==> src/rtl/rr_writeback_axi.sv <==
`default_nettype none
// ============================================================================
// Module   : rr_writeback_axi
// Purpose  : Bit-packs variable-width record log units into AXI beats and
//            writes them into a host circular buffer, one beat at a time.
// Revision : 1.0 - initial release
// ============================================================================
module rr_writeback_axi #(
    parameter int WIDTH            = 100,
    parameter int AXI_WIDTH        = 512,
    parameter int OFFSET_WIDTH     = 16,
    parameter int AXI_ADDR_WIDTH   = 64,
    parameter int LOGB_CHANNEL_CNT = 1,
    parameter int LOGE_CHANNEL_CNT = 1,
    parameter int CHANNEL_CNT      = 2,
    parameter logic [CHANNEL_CNT*32-1:0] CHANNEL_WIDTHS = {32'd48, 32'd50}
) (
    input  logic                      clk,
    input  logic                      rst,
    input  logic [1:0]                cfg_max_payload,
    input  logic                      record_din_valid,
    output logic                      record_din_ready,
    input  logic [WIDTH-1:0]          record_din,
    input  logic [OFFSET_WIDTH-1:0]   record_din_width,
    input  logic                      record_finish,
    output logic [AXI_ADDR_WIDTH-1:0] axi_out_awaddr,
    output logic [7:0]                axi_out_awlen,
    output logic [2:0]                axi_out_awsize,
    output logic                      axi_out_awvalid,
    input  logic                      axi_out_awready,
    output logic [AXI_WIDTH-1:0]      axi_out_wdata,
    output logic [AXI_WIDTH/8-1:0]    axi_out_wstrb,
    output logic                      axi_out_wlast,
    output logic                      axi_out_wvalid,
    input  logic                      axi_out_wready,
    input  logic [1:0]                axi_out_bresp,
    input  logic                      axi_out_bvalid,
    output logic                      axi_out_bready,
    output logic                      axi_out_arvalid,
    output logic                      axi_out_rready,
    input  logic [63:0]               write_buf_addr,
    input  logic [31:0]               write_buf_size,
    input  logic                      write_buf_update,
    input  logic [63:0]               read_buf_addr,
    input  logic [31:0]               read_buf_size,
    input  logic                      read_buf_update,
    output logic                      write_interrupt,
    output logic                      read_interrupt
);

    localparam int ACC_W      = AXI_WIDTH - 1 + WIDTH;
    localparam int FILL_W     = $clog2(AXI_WIDTH + WIDTH);
    localparam int BEAT_BYTES = AXI_WIDTH / 8;

    function automatic int channel_sum();
        int s;
        s = LOGB_CHANNEL_CNT + LOGE_CHANNEL_CNT;
        for (int i = 0; i < CHANNEL_CNT; i++) s += int'(CHANNEL_WIDTHS[i*32 +: 32]);
        return s;
    endfunction

    if (channel_sum() != WIDTH) begin : g_width_check
        $error("rr_writeback_axi: WIDTH does not match the channel layout");
    end

    typedef enum logic [1:0] {
        S_IDLE      = 2'd0,
        S_ADDR_DATA = 2'd1,
        S_RESP      = 2'd2
    } state_t;

    state_t                    r_state, w_state_next;
    logic [63:0]               r_base;
    logic [31:0]               r_size, r_offset, w_next_off;
    logic [ACC_W-1:0]          r_acc, w_append;
    logic [FILL_W-1:0]         r_fill, w_len;
    logic [AXI_WIDTH-1:0]      r_beat;
    logic [AXI_ADDR_WIDTH-1:0] r_awaddr;
    logic [WIDTH-1:0]          w_mask;
    logic r_flushing, r_cfg_dirty, r_aw_done, r_w_done, r_irq;
    logic w_full, w_partial, w_load, w_accept, w_aw_hs, w_w_hs, w_b_done, w_wrap, w_flush_done;
    logic unused_inputs;

    assign unused_inputs = ^{cfg_max_payload, axi_out_bresp, read_buf_addr, read_buf_size, read_buf_update};

    always_comb begin
        w_len = FILL_W'(record_din_width);
        if (record_din_width > OFFSET_WIDTH'(WIDTH)) w_len = FILL_W'(WIDTH);
    end

    // Shifting all-ones by len >= WIDTH yields zero, so the mask saturates to all ones.
    assign w_mask   = ~({WIDTH{1'b1}} << w_len);
    assign w_append = ACC_W'(record_din & w_mask) << r_fill;

    assign record_din_ready = (r_size != 32'd0) && !r_flushing && (r_fill < FILL_W'(AXI_WIDTH));
    assign w_accept     = record_din_valid && record_din_ready;
    assign w_full       = r_fill >= FILL_W'(AXI_WIDTH);
    assign w_partial    = r_flushing && (r_fill != '0) && !w_full;
    assign w_load       = (r_state == S_IDLE) && (w_full || w_partial);
    assign w_aw_hs      = axi_out_awvalid && axi_out_awready;
    assign w_w_hs       = axi_out_wvalid && axi_out_wready;
    assign w_b_done     = (r_state == S_RESP) && axi_out_bvalid;
    assign w_next_off   = r_offset + 32'(BEAT_BYTES);
    assign w_wrap       = w_b_done && !r_cfg_dirty && (w_next_off >= r_size);
    assign w_flush_done = r_flushing && (r_fill == '0) && ((r_state == S_IDLE) || w_b_done);

    always_ff @(posedge clk or posedge rst) begin
        if (rst) r_state <= S_IDLE;
        else     r_state <= w_state_next;
    end

    always_comb begin
        w_state_next = r_state;
        case (r_state)
            S_IDLE:      if (w_load) w_state_next = S_ADDR_DATA;
            S_ADDR_DATA: if ((r_aw_done || w_aw_hs) && (r_w_done || w_w_hs)) w_state_next = S_RESP;
            S_RESP:      if (axi_out_bvalid) w_state_next = S_IDLE;
            default:     w_state_next = S_IDLE;
        endcase
    end

    assign axi_out_awvalid = (r_state == S_ADDR_DATA) && !r_aw_done;
    assign axi_out_wvalid  = (r_state == S_ADDR_DATA) && !r_w_done;
    assign axi_out_bready  = (r_state == S_RESP);
    assign axi_out_awaddr  = r_awaddr;
    assign axi_out_awlen   = 8'd0;
    assign axi_out_awsize  = 3'($clog2(BEAT_BYTES));
    assign axi_out_wdata   = r_beat;
    assign axi_out_wstrb   = '1;
    assign axi_out_wlast   = 1'b1;
    assign axi_out_arvalid = 1'b0;
    assign axi_out_rready  = 1'b1;
    assign write_interrupt = r_irq;
    assign read_interrupt  = 1'b0;

    always_ff @(posedge clk or posedge rst) begin
        if (rst) begin
            r_base      <= '0;
            r_size      <= '0;
            r_offset    <= '0;
            r_acc       <= '0;
            r_fill      <= '0;
            r_beat      <= '0;
            r_awaddr    <= '0;
            r_flushing  <= 1'b0;
            r_cfg_dirty <= 1'b0;
            r_aw_done   <= 1'b0;
            r_w_done    <= 1'b0;
            r_irq       <= 1'b0;
        end else begin
            if (write_buf_update) begin
                r_base <= write_buf_addr;
                r_size <= write_buf_size;
            end
            // A reconfiguration under an in-flight beat must not advance the fresh offset.
            if (write_buf_update)
                r_offset <= '0;
            else if (w_b_done && !r_cfg_dirty)
                r_offset <= w_wrap ? 32'd0 : w_next_off;
            if (write_buf_update && ((r_state != S_IDLE) || w_load))
                r_cfg_dirty <= 1'b1;
            else if (w_load)
                r_cfg_dirty <= 1'b0;

            if (w_accept) begin
                r_acc  <= r_acc | w_append;
                r_fill <= r_fill + w_len;
            end else if (w_load) begin
                r_beat   <= r_acc[AXI_WIDTH-1:0];
                r_awaddr <= AXI_ADDR_WIDTH'(r_base + {32'd0, r_offset});
                if (w_full) begin
                    r_acc  <= r_acc >> AXI_WIDTH;
                    r_fill <= r_fill - FILL_W'(AXI_WIDTH);
                end else begin
                    r_acc  <= '0;
                    r_fill <= '0;
                end
            end

            if (r_state == S_ADDR_DATA) begin
                if (w_aw_hs) r_aw_done <= 1'b1;
                if (w_w_hs)  r_w_done  <= 1'b1;
            end else begin
                r_aw_done <= 1'b0;
                r_w_done  <= 1'b0;
            end

            if (record_finish)     r_flushing <= 1'b1;
            else if (w_flush_done) r_flushing <= 1'b0;
            r_irq <= w_wrap || w_flush_done;
        end
    end

endmodule
`default_nettype wire

==> config.mk <==
export PLATFORM = sky130hd
export DESIGN_NAME = rr_writeback_axi
export DESIGN_NICKNAME = d
export VERILOG_FILES = /design/src/rtl/rr_writeback_axi.sv
export SDC_FILE = /design/constraint.sdc
export NUM_CORES = 2
export LEC_CHECK = 0
export CAP_MARGIN = 20
export CORE_ASPECT_RATIO = 0.8
export CORE_UTILIZATION = 47
export CTS_CLUSTER_DIAMETER = 150
export CTS_CLUSTER_SIZE = 30
export DETAILED_ROUTE_END_ITERATION = 10
export DONT_BUFFER_PORTS = 1
export SYNTH_ARGS = -nofsm -noshare
export SYNTH_HDL_FRONTEND = slang
export SYNTH_SLANG_ARGS = --single-unit
==> constraint.sdc <==
create_clock -name clk -period 63.5 [get_ports clk]
set_clock_uncertainty 0.1 [all_clocks]
set_input_delay 9.525 -clock clk [delete_from_list [all_inputs] [get_ports clk]]
set_output_delay 9.525 -clock clk [all_outputs]
set_load 0.1 [all_outputs]
**Yosys cells after proc, flatten, opt, wreduce, memory -nomap -nowiden**

Index checks and enable logic that the tools add are counted.

- Flip-flop bits (word level): 1332
- Bits of input ports: 321
- Output and inout port bits: 660
- Word-level logic and storage cells: 95

- Add/sub/neg operators: 4
- Order comparisons: 4
- Equal/unequal tests: 7
- Shift-type cells: 2
- Muxes and demuxes: 22
- Bitwise logic cells: 4
- Reductions and logical operators: 39

Operators by type and width:

| kind | count |
|---|---|
| 611-bit two-way mux | 2 |
| 611-bit OR | 1 |
| 100-bit by 10-bit << shifter with 611-bit output | 1 |
| 100-bit AND | 1 |
| 100-bit NOT | 1 |
| 100-bit by 10-bit << shifter with 100-bit output, first input constant | 1 |
| 99-bit two-way mux | 1 |
| 32-bit two-way mux | 3 |
| 64-bit by 32-bit adder with 64-bit output | 1 |
| 10-bit two-way mux | 4 |
| 32-bit by 7-bit adder with 32-bit output, second input constant | 1 |
| 32-bit greater-or-equal comparator | 1 |
| 32-bit nonzero test | 1 |
| 1-bit logical AND | 17 |
| 16-bit by 7-bit greater-than comparator with 1-bit output, second input constant | 1 |
| 10-bit adder | 1 |
| 10-bit greater-or-equal comparator, second input constant | 1 |
| 10-bit zero test | 1 |
| 10-bit < comparator, second input constant | 1 |
| 2-bit inequality test, second input constant | 5 |
| 10-bit nonzero test | 1 |
| 2-bit nonzero test | 5 |
| 10-bit subtractor, second input constant | 1 |
| 1-bit two-way mux | 8 |
| other kinds (10) | 21 |

**Longest topological paths before layout**

- Depth in word-level cells: 8
- Mapped depth: 23
- Mapped depth without buffers: 21

**Least setup slack after synthesis**

Ideal clock, no wire load.

- Path type: input port to flip-flop
- From: in record_din_width[15]
- To: reg r_acc[125]
- Library setup time: 0.121 ns
- Data arrival time: 12.751 ns
- Data required time: 63.279 ns
- Setup slack: 50.528 ns
- Cell stages on the path: 11
- Buffers on the path: 1
- Cell sequence: or4_4 > or4_4 > buf_6 > a31oi_4 > o21ai_2 > mux4_2 > and3_1 > a211o_1 > mux2_4 > a221o_1 > a22o_1

- Cells in the longest elaborated chain, start to end: 8

RTL lines:

| item | line | source |
|---|---|---|
| start, declared | 24 | `input logic [OFFSET_WIDTH-1:0] record_din_width,` |
| 16-bit by 7-bit greater-than comparator with 1-bit output | 88 | `if (record_din_width > OFFSET_WIDTH'(WIDTH)) w_len = FILL_W'(WIDTH);` |
| 10-bit two-way mux | 88 |  |
| 100-bit by 10-bit << shifter with 100-bit output | 92 | `assign w_mask = ~({WIDTH{1'b1}} << w_len);` |
| 100-bit NOT | 92 |  |
| 100-bit AND | 93 | `assign w_append = ACC_W'(record_din & w_mask) << r_fill;` |
| 100-bit by 10-bit << shifter with 611-bit output | 93 |  |
| 611-bit OR | 166 | `r_acc <= r_acc \| w_append;` |
| 611-bit two-way mux | 165 | `if (w_accept) begin` |
| end signal, assigned | 166 |  |
| end signal, assigned | 172 | `r_acc <= r_acc >> AXI_WIDTH;` |
| end, declared | 75 | `logic [ACC_W-1:0] r_acc, w_append;` |

Every way passes these cells.
A chain may end at the register's enable or synchronous reset.

**Final worst setup path**

- From: in record_din_width[15]
- To: reg r_acc[483]

Same word-level chain as after synthesis.

==> flow_summary.ini <==
[power_and_ir_drop]
ir_drop_mv = 0.0658
total_power_mw = 3.81
p_leak_nw = 34.4
power.density_mw_per_mm2 = 53.5
clkPwrFrac = 0.114
p_seq_frac = 0.486
combPwrFrac = 0.400
p_sw_frac = 0.613
p_int_mw = 1.47
p_switching_mw = 2.34

[setup_path]
critical_path_class = in2reg
cp.required_ns = 64.00
start_kind = input pin
cp_data_arrival_time_ns = 15.06
end_kind = flop
crit_fanout = 20

[run_status]
violations = design-rule violations
status = finished with violations

[clock_tree]
cts_resized = 0
numCtsBuffers = 51
path_clk_slew_ns = 0.14
hold_buffers = 0
postCtsSetupBuffers = 0
cts_sinks = 1326
cts_root_buf = clkbuf_16
cts_tree = yes
clk_path_buf_depth = 3
clkLatencyLatePin_ns = 0.75
cts.htree.levels = 2

[global_routing]
antenna_found_initial = 31
overflow = 0
grt_usage = 0.447
grt_first_pass_wirelength_um = 459000
grt_max_degree = 248
first_global_vias = 57200

[yosys]
synth_top_area_share = 0.492
synthCells = 7303
synth_top_family_by_area = compound AO/OA/AOI/OAI gates
syn_avg_cell_area_um2 = 9.24
synth_area_leaders = dfrtp_1, nand2_1, o21ai_0
yosys.area_share.simple = 0.173
synthAdderAreaFrac = 0.0118
synthMuxAreaShare = 0.0675
yosys.area.top_type = dfrtp_1
post-synth-top-count-cell = nand2_1
async_flop_share = 1.00
ys.flop_type = dfrtp_1
syn_area_mm2 = 0.0675
synth-seq-cells = 1326
yosysWarningCount = 0
synth_cell_types = 99
synthTopCellsByCount = nand2_1, dfrtp_1, o21ai_0, clkbuf_1, nor2_1
yosys.area_share.xor_xnor = 0.0113
synth_edf_count = 0
ys_seq_area_frac = 0.492
synth_compound_area_frac = 0.200

[drt]
wire_per_inst_um = 37.3
ant_nets = 0
vias_per_cell = 6.91
drc = 4
vias = 61600
drt_iter0_markers = 10500
drt_wl_total_um = 333000
dr.pass1.iters = 11

[placement]
gp_congestion = 1.10
io_buffers = 0
place_area_mm2 = 0.0694
dpl.hpwl_um = 241000

[die]
dieArea_mm2 = 0.145
ioPinCount = 981
dieWidth_um = 426
start_util = 0.477
coreArea_mm2 = 0.142
die_h_um = 341
rows = 123

[layout]
final_util = 0.503
final_nets = 7410
drive_gt1_frac = 0.0906
fillers = 13500
final_cell_area_mm2 = 0.0712
seqCellArea_mm2 = 0.0332
multi_input_area_mm2 = 0.0319
syn2layout_area_growth_pct = 5.47

[sta]
slew_viol_final = 0
worstMarginPinSlew_ns = 1.39
timing.fmax_mhz = 68.7
hold_viol_final = 0
finalSetupTns_ns = 0
finalCritPeriodShare = 0.229
setup_viol = 0
max_slew_margin = 0.0708
layout_min_cycle_time_ns = 14.56
rsz0062_at_grt = no

[flow_run]
max_cap_viol_count = 0

[min_path]
hold_path_class = reg2reg
## metal layers
layer | global-route usage | part of all wire | vias to the layer above | wire length, um
met5 | 0 | 0.00060 | - | 199
met4 | 0.194 | 0.052 | 30 | 17300
met3 | 0.194 | 0.15 | 772 | 50600
met2 | 0.619 | 0.41 | 4435 | 136000
met1 | 0.603 | 0.39 | 31100 | 129000
li1 | - | - | 25200 | -
## state kept, by name, summed over array words and instances, names as in the netlist
register	count
r_base	64
axi_out_wdata	512
r_aw_done	1
r_w_done	1
r_size	32
r_offset	26
r_acc	611
r_fill	10
r_state	2
write_interrupt	1
r_cfg_dirty	1
axi_out_awaddr	64
r_flushing	1
## kinds of logic after synthesis
kind of cell               count (synthesis)
other                                      2
xor gates and xnor gates                  87
and+or+nand+nor                         2875
muxes                                    345
adders and majority gates                 63
DFF                                     1326
AOI/OAI and AO/OA                       1884
buffers and inverters                    721
## cell type report
class                   count  share of cell area
clock buffers              54              0.0187
repair buffers            234              0.0278
flip-flops and latches   1326               0.466
multi-input cells        5335               0.448
clock inverters             4             0.00120
diodes                     16            0.000562
well taps                1875              0.0330
inverters                  78             0.00431
## per-stage QoR
stage,instances,worst slack [ns],hold slack [ns]
after global routing,8911,48.95,0.404
after detailed placement,8828,48.45,0.353
after CTS,8886,49.23,0.377
after floorplan,7382,16.50,0.330
final,8922,48.94,0.367
after global placement,8821,48.47,0.348
## path summary, 6_finish.rpt
path / start / slack, ns / cells past startpoint / end
min in group asynchronous: rst / 8.68 / 1 / axi_out_wdata[324]
max in group asynchronous: rst / 50.95 / 6 / r_base[39]
hold / removal: r_acc[214] / 0.37 / 2 / axi_out_wdata[214]
hold reg to reg: r_acc[214] / 0.37 / 2 / axi_out_wdata[214]
setup reg to reg: r_fill[5] / 56.42 / 15 / r_acc[220]
setup / recovery: record_din_width[15] / 48.94 / 12 / r_acc[483]
## power by group through the flow
| stage | combinational (mW) | clock, mW | sequential [mW] |
|---|---|---|---|
| global route | 1.55 | 0.462 | 1.86 |
| global placement | 1.40 | 0 | 1.86 |
| floorplan | 0.827 | 0 | 1.78 |
| detailed placement | 1.41 | 0 | 1.86 |
| CTS | 1.42 | 0.438 | 1.85 |
| finish | 1.52 | 0.433 | 1.85 |
## critical path, stage by stage
cell,delay [ns]
nor4_2,0.24
buf_4,0.32
nand3_1,0.62
o31ai_1,0.98
o21ai_0,0.42
a22o_1,0.33
buf_4,0.23
o21a_1,0.29
mux4_2,0.80
mux2_2,0.56
mux2i_1,0.52
o21ai_0,0.18
## cell usage in the layout, fill, tap and decap left out, drive strengths merged, types with 65 or more instances in the layout
master	netlist	final
o211ai	80	80
mux2i	138	138
nor2	315	315
conb	2	81
a221o	74	74
inv	76	76
nand3	65	65
a22o	125	125
o221ai	110	110
buf	198	231
nand2	2184	2184
dfrtp	1326	1326
mux2	134	134
mux4	73	73
o21ai	480	480
a22oi	153	153
a21oi	254	254
a222oi	104	104
Note: power is estimated with default switching activity, not from simulation.
